--- src/rtl/codec_serial_port_pkg.sv ---
// rtl/codec_serial_port_pkg.sv - shared constants, strobe bundle and slot helper for the codec serial port
// Purpose: default frame geometry for the I2S-style codec link. It also holds the
//          decoded timing strobe bundle that passes from the frame timer to the datapath.
// Ports:   none (package)
package codec_serial_port_pkg;

  localparam int DEF_SAMPLE_W = 16;   // audio word width, MSB first, <= 31
  localparam int DEF_BCLK_DIV = 8;    // clk cycles per bclk period, even, >= 4
  localparam int SLOT_BITS    = 32;   // bclk periods per slot
  localparam int SLOTS        = 2;    // left + right
  localparam int COUNT_W      = 16;   // SampleCount width

  // One-clk strobes. Each strobe is high during the cycle whose closing edge performs the action.
  typedef struct packed {
    logic rx_shift;   // closing edge is the bclk-rise sample point of a left data slot
    logic tx_shift;   // closing edge enters bclk fall of a data slot: present next DAC bit
    logic bit_fall;   // closing edge enters bclk fall of any slot
    logic ready_pre;  // closing edge enters mid-frame: publish SampleIn
    logic tx_load;    // closing edge wraps the frame: latch SampleOut
  } frame_strobes_t;

  function automatic int frame_clks(input int bclk_div);
    return SLOTS * SLOT_BITS * bclk_div;
  endfunction

  // Slot b carries data when (b mod 32) is in 1..w, in either half of the frame.
  function automatic logic data_slot(input int b, input int w);
    return ((b % SLOT_BITS) >= 1) && ((b % SLOT_BITS) <= w);
  endfunction

endpackage

--- src/rtl/codec_serial_port_if.sv ---
// rtl/codec_serial_port_if.sv - parallel sample interface between the codec port and the voice changer
// Purpose: groups the word-level handshake of the codec boundary.
// Ports (signals):
//   ready        1-clk strobe, new SampleIn valid
//   SampleIn     captured ADC word, held until the next ready
//   SampleCount  number of ready strobes since reset (16 bit, wraps)
//   SampleOut    processed sample returned for the DAC
// Modports: master = codec port, slave = sample consumer/producer
interface codec_serial_port_if #(
  parameter int SAMPLE_W = 16
);
  logic                ready;
  logic [SAMPLE_W-1:0] SampleIn;
  logic [15:0]         SampleCount;
  logic [SAMPLE_W-1:0] SampleOut;

  modport master (output ready, SampleIn, SampleCount, input SampleOut);
  modport slave  (input ready, SampleIn, SampleCount, output SampleOut);
endinterface

--- src/rtl/codec_frame_timer.sv ---
// rtl/codec_frame_timer.sv - free-running frame counter with bclk/lrclk generation and slot strobes
// Purpose: counts 0..FRAME_CLKS-1 and decodes slot b = cnt/BCLK_DIV and phase p = cnt%BCLK_DIV.
// Ports:
//   clk, reset  system clock, synchronous active-high reset
//   bclk        bit clock, high for p >= BCLK_DIV/2
//   lrclk       0 = left slot (b < 32), 1 = right slot
//   strb        one-clk timing strobes for the datapath
module codec_frame_timer
  import codec_serial_port_pkg::*;
#(
  parameter int SAMPLE_W = DEF_SAMPLE_W,
  parameter int BCLK_DIV = DEF_BCLK_DIV
) (
  input  logic           clk,
  input  logic           reset,
  output logic           bclk,
  output logic           lrclk,
  output frame_strobes_t strb
);

  localparam int FRAME_CLKS = frame_clks(BCLK_DIV);
  localparam int CNT_W      = $clog2(FRAME_CLKS);
  localparam int HALF       = BCLK_DIV / 2;

  logic [CNT_W-1:0] cnt;
  logic [CNT_W-1:0] cnt_nxt;
  int               nb;
  int               np;

  // Every output is registered from the decode of cnt_nxt. Each output then follows
  // cnt exactly and is still a flop output, so it is free of glitches.
  always_comb begin
    cnt_nxt = (cnt == CNT_W'(FRAME_CLKS - 1)) ? '0 : cnt + 1'b1;
    nb      = int'(cnt_nxt) / BCLK_DIV;
    np      = int'(cnt_nxt) % BCLK_DIV;
  end

  always_ff @(posedge clk) begin
    if (reset) begin
      cnt   <= '0;
      bclk  <= 1'b0;
      lrclk <= 1'b0;
      strb  <= '0;
    end else begin
      cnt            <= cnt_nxt;
      bclk           <= (np >= HALF);
      lrclk          <= (nb >= SLOT_BITS);
      strb.rx_shift  <= (np == HALF) && (nb >= 1) && (nb <= SAMPLE_W);
      // The last phase of slot nb precedes the falling edge that starts slot nb+1.
      strb.tx_shift  <= (np == BCLK_DIV - 1) && data_slot(nb + 1, SAMPLE_W);
      strb.bit_fall  <= (np == BCLK_DIV - 1);
      strb.ready_pre <= (cnt_nxt == CNT_W'(FRAME_CLKS / 2 - 1));
      strb.tx_load   <= (cnt_nxt == CNT_W'(FRAME_CLKS - 1));
    end
  end

endmodule

--- src/rtl/codec_serial_port.sv ---
// rtl/codec_serial_port.sv - I2S-style codec link: ADC deserialiser, DAC serialiser, sample strobe
// Purpose: captures the left-slot ADC word each frame. It presents the word as SampleIn with a
//          ready strobe and counts the strobes. It sends SampleOut MSB first in both DAC slots.
// Ports:
//   clk, reset  system clock, synchronous active-high reset
//   adc_sdata   serial ADC data, sampled at bclk rise
//   bclk, lrclk bit clock and slot select
//   dac_sdata   serial DAC data, changes on bclk fall
//   sp          sample interface (ready, SampleIn, SampleCount out; SampleOut in)
module codec_serial_port
  import codec_serial_port_pkg::*;
#(
  parameter int SAMPLE_W = DEF_SAMPLE_W,
  parameter int BCLK_DIV = DEF_BCLK_DIV
) (
  input  logic                 clk,
  input  logic                 reset,
  input  logic                 adc_sdata,
  output logic                 bclk,
  output logic                 lrclk,
  output logic                 dac_sdata,
  codec_serial_port_if.master  sp
);

  frame_strobes_t      strb;
  logic [SAMPLE_W-1:0] rx_shreg;
  logic [SAMPLE_W-1:0] tx_shreg;
  logic [SAMPLE_W-1:0] sample_in;
  logic [COUNT_W-1:0]  sample_count;
  logic                ready;

  codec_frame_timer #(
    .SAMPLE_W (SAMPLE_W),
    .BCLK_DIV (BCLK_DIV)
  ) u_timer (
    .clk   (clk),
    .reset (reset),
    .bclk  (bclk),
    .lrclk (lrclk),
    .strb  (strb)
  );

  always_ff @(posedge clk) begin
    if (reset) begin
      rx_shreg     <= '0;
      tx_shreg     <= '0;
      sample_in    <= '0;
      sample_count <= '0;
      ready        <= 1'b0;
      dac_sdata    <= 1'b0;
    end else begin
      ready <= strb.ready_pre;

      if (strb.rx_shift) begin
        rx_shreg <= {rx_shreg[SAMPLE_W-2:0], adc_sdata};
      end

      if (strb.ready_pre) begin
        sample_in    <= rx_shreg;
        sample_count <= sample_count + 1'b1;
      end

      // The word rotates instead of shifting. After SAMPLE_W bits of the left slot it is
      // back in place, so the right slot repeats the same word.
      if (strb.tx_load) begin
        tx_shreg <= sp.SampleOut;
      end else if (strb.tx_shift) begin
        tx_shreg <= {tx_shreg[SAMPLE_W-2:0], tx_shreg[SAMPLE_W-1]};
      end

      if (strb.tx_shift) begin
        dac_sdata <= tx_shreg[SAMPLE_W-1];
      end else if (strb.bit_fall) begin
        dac_sdata <= 1'b0;
      end
    end
  end

  assign sp.ready       = ready;
  assign sp.SampleIn    = sample_in;
  assign sp.SampleCount = sample_count;

endmodule

--- src/flat_wrapper.sv ---
// flat-port wrapper written by rule: the top's interface ports become plain ports
module codec_serial_port_flat import codec_serial_port_pkg::*;
#(
  parameter int SAMPLE_W = DEF_SAMPLE_W,
  parameter int BCLK_DIV = DEF_BCLK_DIV
)
  (clk, reset, adc_sdata, bclk, lrclk, dac_sdata, sp_ready, sp_SampleIn, sp_SampleCount, sp_SampleOut);
  codec_serial_port_if #(.SAMPLE_W(SAMPLE_W)) sp_i ();
  input  logic clk;
  input  logic reset;
  input  logic adc_sdata;
  output logic bclk;
  output logic lrclk;
  output logic dac_sdata;
  output wire logic [$bits(sp_i.ready)-1:0] sp_ready;
  output wire logic [$bits(sp_i.SampleIn)-1:0] sp_SampleIn;
  output wire logic [$bits(sp_i.SampleCount)-1:0] sp_SampleCount;
  input wire logic [$bits(sp_i.SampleOut)-1:0] sp_SampleOut;
  assign sp_ready = sp_i.ready;
  assign sp_SampleIn = sp_i.SampleIn;
  assign sp_SampleCount = sp_i.SampleCount;
  assign sp_i.SampleOut = sp_SampleOut;
  codec_serial_port #(.SAMPLE_W(SAMPLE_W), .BCLK_DIV(BCLK_DIV)) u_core (.clk(clk), .reset(reset), .adc_sdata(adc_sdata), .bclk(bclk), .lrclk(lrclk), .dac_sdata(dac_sdata), .sp(sp_i));
endmodule
--- config.mk ---
export PLATFORM = sky130hd
export DESIGN_NAME = codec_serial_port_flat
export DESIGN_NICKNAME = d
export VERILOG_FILES = /design/src/rtl/codec_serial_port_pkg.sv /design/src/rtl/codec_serial_port_if.sv /design/src/rtl/codec_frame_timer.sv /design/src/rtl/codec_serial_port.sv /design/src/flat_wrapper.sv
export SDC_FILE = /design/constraint.sdc
export NUM_CORES = 1
export LEC_CHECK = 0
export CAP_MARGIN = 5
export CORE_MARGIN = 4
export CORE_UTILIZATION = 40
export CTS_BUF_LIST = sky130_fd_sc_hd__clkbuf_2 sky130_fd_sc_hd__clkbuf_4 sky130_fd_sc_hd__clkbuf_8
export CTS_CLUSTER_SIZE = 28
export DETAILED_ROUTE_END_ITERATION = 12
export GPL_TIMING_DRIVEN = 0
export SETUP_SLACK_MARGIN = 0.2
export SLEW_MARGIN = 5
export SYNTH_ARGS = -nofsm -noshare
export SYNTH_HDL_FRONTEND = slang
export SYNTH_HIERARCHICAL = 1
export SYNTH_SLANG_ARGS = --single-unit
export TNS_END_PERCENT = 5
--- constraint.sdc ---
create_clock -name clk -period 3.1 [get_ports clk]
set_input_delay 0.465 -clock clk [delete_from_list [all_inputs] [get_ports clk]]
set_output_delay 0.465 -clock clk [all_outputs]
set_load 0.02 [all_outputs]
; Yosys cells after proc, flatten, opt, wreduce, memory -nomap -nowiden
; Index checks and enable logic that the tools add are counted.
[totals]
reg_bits = 82
inputBits = 19
output_inout_bits = 36
elab_cells = 41
[classes]
addsub = 3
magnitude_cmp = 6
eq_ne = 5
mux = 5
bitwise = 1
reduce_logical = 7
[ops]
columns = operator, n
row1 = 16-bit two-way mux, 2
row2 = "9-bit equality test, second input constant", 2
row3 = "16-bit by 1-bit adder with 16-bit output, second input constant", 1
row4 = "9-bit by 1-bit adder with 9-bit output, second input constant", 1
row5 = "9-bit by 8-bit equality test with 1-bit output, second input constant", 1
row6 = 9-bit two-way mux, 1
row7 = "6-bit by 1-bit greater-or-equal comparator with 1-bit output, second input constant", 1
row8 = "6-bit by 2-bit greater-or-equal comparator with 1-bit output, second input constant", 1
row9 = "6-bit greater-or-equal comparator, second input constant", 1
row10 = "6-bit by 5-bit <= comparator with 1-bit output, second input constant", 1
row11 = "6-bit <= comparator, second input constant", 1
row12 = "5-bit by 1-bit adder with 5-bit output, second input constant", 1
row13 = 5-bit OR reduction, 1
row14 = 1-bit logical AND, 4
row15 = 2-bit nonzero test, 2
row16 = "3-bit by 1-bit equality test with 1-bit output, second input constant", 1
row17 = "3-bit equality test, second input constant", 1
row18 = "3-bit greater-or-equal comparator, second input constant", 1
row19 = 1-bit two-way mux, 2
row20 = "1-bit bitwise AND, first input constant", 1

; Depth between registers and ports, before layout
[logic_depth]
ltp_word = 8
ltp_mapped = 12
ltp_nobuf = 12

; Cells and area by module
; The synthesis kept the hierarchy.
[by_module_without_submodules]
columns = mod, n_inst, cells_per_inst, area_each_um2
row1 = codec_serial_port, 1, 281, 2623.8
row2 = codec_frame_timer, 1, 85, 788.3

; Worst setup path after synthesis
; OpenSTA, ideal clock, no wires.
[synth_timing]
path_kind = reg-to-reg
startpoint = register u_core.u_timer.cnt[0]
endpoint = register u_core/u_timer/strb[3] (netlist name)
arrival_ns = 2.389
t_required_ns = 2.978
slack_ns = 0.588
stages_incl_launch_ff = 13
path_buffers = 1
path_cell_list = dfxtp_1 > ha_1 > nand3_1 > nor3_1 > ha_1 > buf_1 > or2_2 > inv_1 > ha_1 > nor3_1 > nand3b_1 > a32oi_1 > a21boi_1
[synth_via]
elab_chain_len = 8
elab_cells_between_ends = 11
classes_between = add/sub: 2 / order compare: 2 / eq/ne: 2 / mux: 1 / bitwise: 1 / reduce/logical: 3
[synth_rtl]
columns = item, line_no
row1 = start: declaration, codec_frame_timer.sv:25  ; logic [CNT_W-1:0] cnt;
row2 = start signal: assignment, codec_frame_timer.sv:45  ; cnt <= cnt_nxt;
row3 = 9-bit by 1-bit adder with 9-bit output / 9-bit equality test (equally long branches), codec_frame_timer.sv:33  ; cnt_nxt = (cnt == CNT_W'(FRAME_CLKS - 1)) ? '0 : cnt + 1'b1;
row4 = 9-bit two-way mux (*), codec_frame_timer.sv:33
row5 = net u_core.u_timer.cnt_nxt[3], codec_frame_timer.sv:26  ; logic [CNT_W-1:0] cnt_nxt;
row6 = 5-bit by 1-bit adder with 5-bit output (*), codec_frame_timer.sv:50  ; strb.tx_shift <= (np == BCLK_DIV - 1) && data_slot(nb + 1, SAMPLE_W);
row7 = 5-bit OR reduction (no source line), -
row8 = 1-bit bitwise AND (no source line), -
row9 = 6-bit by 2-bit greater-or-equal comparator with 1-bit output / 6-bit <= comparator (equally long branches), codec_serial_port_pkg.sv:28  ; return ((b % SLOT_BITS) >= 1) && ((b % SLOT_BITS) <= w);
row10 = 1-bit logical AND (*), codec_serial_port_pkg.sv:28
row11 = 1-bit logical AND (*), codec_frame_timer.sv:50
; The timed path passes the listed nets; every way through them passes the cells marked *.
; A chain may end at the register's enable or synchronous reset.

; Worst setup path in the final report
[layout_timing]
startpoint = register u_core.u_timer.cnt[0]
endpoint = register u_core/u_timer/strb[3] (netlist name)
[layout_via]
elab_chain_len = 8
elab_cells_between_ends = 11
classes_between = add/sub: 2 / order compare: 2 / eq/ne: 2 / mux: 1 / bitwise: 1 / reduce/logical: 3
[layout_rtl]
columns = item, line_no
row1 = 9-bit by 1-bit adder with 9-bit output / 9-bit equality test (equally long branches), codec_frame_timer.sv:33
row2 = 9-bit two-way mux (*), codec_frame_timer.sv:33
row3 = net u_core.u_timer.cnt_nxt[4], codec_frame_timer.sv:26
row4 = 5-bit by 1-bit adder with 5-bit output (*), codec_frame_timer.sv:50
row5 = 5-bit OR reduction (no source line), -
row6 = 1-bit bitwise AND (no source line), -
row7 = 6-bit by 2-bit greater-or-equal comparator with 1-bit output / 6-bit <= comparator (equally long branches), codec_serial_port_pkg.sv:28
row8 = 1-bit logical AND (*), codec_serial_port_pkg.sv:28
row9 = 1-bit logical AND (*), codec_frame_timer.sv:50
; Marked as above.

==> results.md <==
- The flow ran to the end, and the final reports show no timing, DRC or antenna violations.
- After synthesis, the mean cell area works out to 9.322 um2.
- The transition time at the pin with the least slew margin is 0.6919 ns.
- Compared with the post-synthesis result, the final layout area differs by 26.37%.
- In this run switching power makes up 22.30% of total power.
- The post-route netlist has 10.07% of its cells at a drive strength greater than 1.
- The largest family of logic cells by synthesized area is simple AND/OR/NAND/NOR gates.
- Setup repair after global routing left no endpoint under its margin.
- Synthesis produced a netlist whose cell count is 366.
- In this run the horizontal extent of the chip is 100.4 um.
- The largest stage delay on the critical path is 0.39 ns.
- The smallest clock period supported by the final layout is computed as 2.656 ns.
- The count of TritonRoute iterations in the first routing pass is 4.
- The worst hold slack is 0.4733 ns.
- The placer's final routability congestion estimate is 0.7838.
- In this run, the clock network consumes 41.4% of the power.
- The top cell type by area accounts for 46.94% of the synthesized area.
- After the first detailed-routing iteration, the DRC count stood at 102.
- The count of hold-fix buffers inserted at cts is 0.
- The cell that appears most often on the critical path is sky130_fd_sc_hd__ha_2.
- The y dimension of the die is 100.4 um.
- The via count of the first global-routing pass is 2570.
- The overall routed net length is 7.258 mm.
- The CTS tree is done.
- The CTS root buffer is sky130_fd_sc_hd__clkbuf_8.
- Multiplexer cells account for 16.02% of the synthesized area.
- For this run, the register share of the synthesized area comes to 46.94%.
- By area the synthesized netlist is led by sky130_fd_sc_hd__dfxtp_1 (47%), sky130_fd_sc_hd__mux2i_1 (14%), sky130_fd_sc_hd__nor2_1 (9.7%).
- After detailed routing, the number of vias per cell comes to 4.887.
- The library cell used most frequently in the layout, excluding fill and tap cells, is sky130_fd_sc_hd__nor2_1.
- In this run, CTS created clock tree buffers numbering 9.
- The number of different library cells in the post-synthesis netlist is 45.
- The worst pin sits at a relative slew slack of 53.45%.
- The parity-gate share of the synthesized area counting xor and xnor cells is 3.850%.
- The number of buffer and inverter instances along the worst setup path is 1.
- The library cells used most frequently in the layout, excluding fill and tap cells, are sky130_fd_sc_hd__nor2_1 (88), sky130_fd_sc_hd__dfxtp_1 (79), sky130_fd_sc_hd__clkdlybuf4s50_1 (54), sky130_fd_sc_hd__mux2i_1 (49), sky130_fd_sc_hd__a21oi_1 (20).
- The worst setup path is of the reg -> reg kind.
- In this run the top signal layer used is met4.
- The initial cell density of the core is 41.32%.
- The overall via count from detail_route is 2649.
- The clock latency reported for the late side of the worst-skew pair is 0.34 ns.
- Data arrives at the worst endpoint at 2.88 ns.
- The net count of the finished layout is 457.
- Clock-pin slew was measured on the worst setup and hold paths at 0.08 ns.
- The fmax is 0.3766 GHz.
- The tool flagged a number of max-cap violations equal to 0.
- The clock net sink count is 80.
- In the final routing, the length of wire on met1 measures 3.506 mm.
- Summed over all layers, the global routing overflow is 0.
- The initial antenna violation count is 0.
- Fill cells in the final layout number 801.
- The slowest stage of the critical path belongs to the cell sky130_fd_sc_hd__dfxtp_2.
- Of the total synthesized cell area, the portion taken by AND, OR, NAND and NOR gates is 22.88%.
- The share of power burned in registers is 55.1%.
- The pin count of the biggest net entering global routing is 15.
- The arithmetic-cell share of the synthesized area counting full adders, half adders and majority gates is 2.200%.
- The routed length per placed instance is 13.39 um.
- The worst setup path is captured at a flop.
- In this design, the largest share of critical-path delay is due to simple AND/OR/NAND/NOR gates.
- Synthesis inferred 80 register bits.
- The total leakage power is 1.541 nW.
- The worst min-delay path class is reg -> reg.
- The final critical path takes up 85.67% of the cycle.
- The cell type with the highest aggregate area in the netlist is sky130_fd_sc_hd__dfxtp_1.
- The number of H-tree levels is 3.
- In the routed design, unresolved DRC markers number 0.
- The synthesized-area fraction occupied by ao, oa, aoi and oai cells is 4.950%.
- Traced cell by cell, the critical path runs through ha_2, nand3_1, nor3_2, ha_2, and2b_2, mux2i_4, inv_1, ha_1, nor3_1, nand3b_1, a32oi_1, a21boi_1.
- The power per cell area is 435.7 nW/um2.
- The count of endpoints failing hold in the final timing report is 0.
- The final HPWL from detailed placement is 5.350 mm.
- The number of nets in the synthesized netlist is 391.
- STA puts the critical path data required time at 3.32 ns.
- The row count is 33.
- The routed wire length on met3 is 334 um.
- The max-slew violation count is 0.
- The total die area is 10070 um2.
- 0 antenna diodes ended up in the layout.
- The total area inside the core boundary comes to 8258 um2.
- The first global-routing pass estimated 12.53 mm of wire.
- For this design the top-level I/O count stands at 55.
- The aggregate global-route resource usage is 15.47%.
- The post-route antenna net violation count is 0.
- The worst-case IR drop observed on VDD is 0.0002073 V.
- The final sum of negative setup slack is 0 ns.
- The post-synth design cell area is 3412 um2.
- The type of element launching the critical path is a flop.
- For this run, the number of Yosys warnings is 6.
- The internal portion of the total power is 1.460 mW.
- The maximum clock skew at final layout is 0.006621 ns.
- For this design the total switching power over the nets is 418.8 uW.
- In this run the worst path has a maximum fanout of 7.
- The maximum buffer depth of the clock tree is 2.
- The total of endpoints with negative setup slack in the final report is 0.
- The share of power burned in combinational logic is 3.5%.
- Buffers placed on the I/O ports in this run total 54.
- The routed length on met2 is 3.367 mm.
worst register-to-register path: stages, from the launching register on:
cell                       delay [ns]
sky130_fd_sc_hd__dfxtp_2         0.39
sky130_fd_sc_hd__ha_2            0.22
sky130_fd_sc_hd__nand3_1         0.16
sky130_fd_sc_hd__nor3_2          0.25
sky130_fd_sc_hd__ha_2            0.25
sky130_fd_sc_hd__and2b_2         0.24
sky130_fd_sc_hd__mux2i_4         0.17
sky130_fd_sc_hd__inv_1           0.10
sky130_fd_sc_hd__ha_1            0.20
sky130_fd_sc_hd__nor3_1          0.18
sky130_fd_sc_hd__nand3b_1        0.10
sky130_fd_sc_hd__a32oi_1         0.20
sky130_fd_sc_hd__a21boi_1        0.09
flip-flops by register name, indices dropped and copies added (netlist names):
register / flops
u_core/tx_shreg: 16
u_core/sp.SampleCount: 16
u_core/u_timer/cnt: 8
u_core/rx_shreg: 16
u_core/sp.ready: 1
u_core/sp.SampleIn: 16
u_core/u_timer/lrclk: 1
u_core/dac_sdata: 1
u_core/u_timer/strb: 5
power by group through the flow:
stage / logic (mW) / clock network [mW] / registers [mW]
2_1_floorplan: 0.0285 / 0 / 1.06
3_3_place_gp: 0.0661 / 0 / 1.06
3_5_place_dp: 0.0667 / 0 / 1.06
4_1_cts: 0.0668 / 0.803 / 1.04
5_1_grt: 0.0729 / 0.845 / 1.04
6_report: 0.0662 / 0.777 / 1.04
cell type report:
cell class	instances	area, um2	area share, %
buffer	21	100.1	2.322
clock buffer	10	137.6	3.192
clock inverter	6	67.56	1.567
inverter	3	11.26	0.2612
multi-input combinational	262	1713	39.73
sequential	80	1603	37.17
tap	105	131.4	3.047
timing repair buffer	55	548.0	12.71
final timing paths:
check | startpoint | end | slack [ns] | cells past startpoint
worst max-delay path | u_core/u_timer/cnt[0]$_SDFF_PP0_ | u_core/u_timer/strb[3]$_SDFF_PP0_ | 0.44 | 12
worst min-delay path | u_core/dac_sdata$_SDFFE_PP0P_ | u_core/dac_sdata$_SDFFE_PP0P_ | 0.47 | 2
worst min register to register | u_core/dac_sdata$_SDFFE_PP0P_ | u_core/dac_sdata$_SDFFE_PP0P_ | 0.47 | 2
worst max register to register | u_core/u_timer/cnt[0]$_SDFF_PP0_ | u_core/u_timer/strb[3]$_SDFF_PP0_ | 0.44 | 12
cells in the mapped netlist, drive strengths merged:
master / n
nor2: 88
dfxtp: 80
mux2i: 50
a21oi: 20
buf: 13
nand2: 11
nand3: 11
nor3: 10
xor2: 10
clkbuf: 8
nand4: 7
nor2b: 7
ha: 6
xnor2: 5
and2b: 3
and3: 3
and4: 3
inv: 3
mux2: 3
nor4: 3
a211oi: 2
nand2b: 2
o21ai: 2
or3: 2
a211o: 1
a21boi: 1
a31o: 1
a32oi: 1
and3b: 1
nand3b: 1
nand4b: 1
nor3b: 1
nor4b: 1
nor4bb: 1
o21ba: 1
or2: 1
or2b: 1
or4: 1
routing by layer:
layer / vias to the layer above / GRT usage (%)
li1: 1381 / -
met1: 1220 / 21.02
met2: 43 / 24.36
met3: 5 / 3.544
met4: 0 / 4.974
met5: - / 0
kinds of logic after synthesis:
group / after synthesis
AO/OA/AOI/OAI: 29
adder cells (fa/ha/maj): 6
multiplexers: 53
flip-flops: 80
AND/OR/NAND/NOR: 159
XOR/XNOR: 15
buffers and inverters: 24
per-stage QoR:
stage	setup WS, ns	instances	utilization, %	power [mW]	instance area, um2
detailed placement	0.05045	525	49.45	1.126	4084
floorplan	0.5884	366	-	1.088	3412
global placement	0.1193	525	49.45	1.126	4084
global route	0.2315	542	52.21	1.954	4312
finish	0.4444	542	52.21	1.879	4312
CTS	0.3451	542	52.14	1.905	4305
repair_timing:
item,CTS,global route
gates resized for setup,3,3
endpoints found under the setup margin,2,2
buffers inserted,1,0
(Power assumes the default switching activity.)
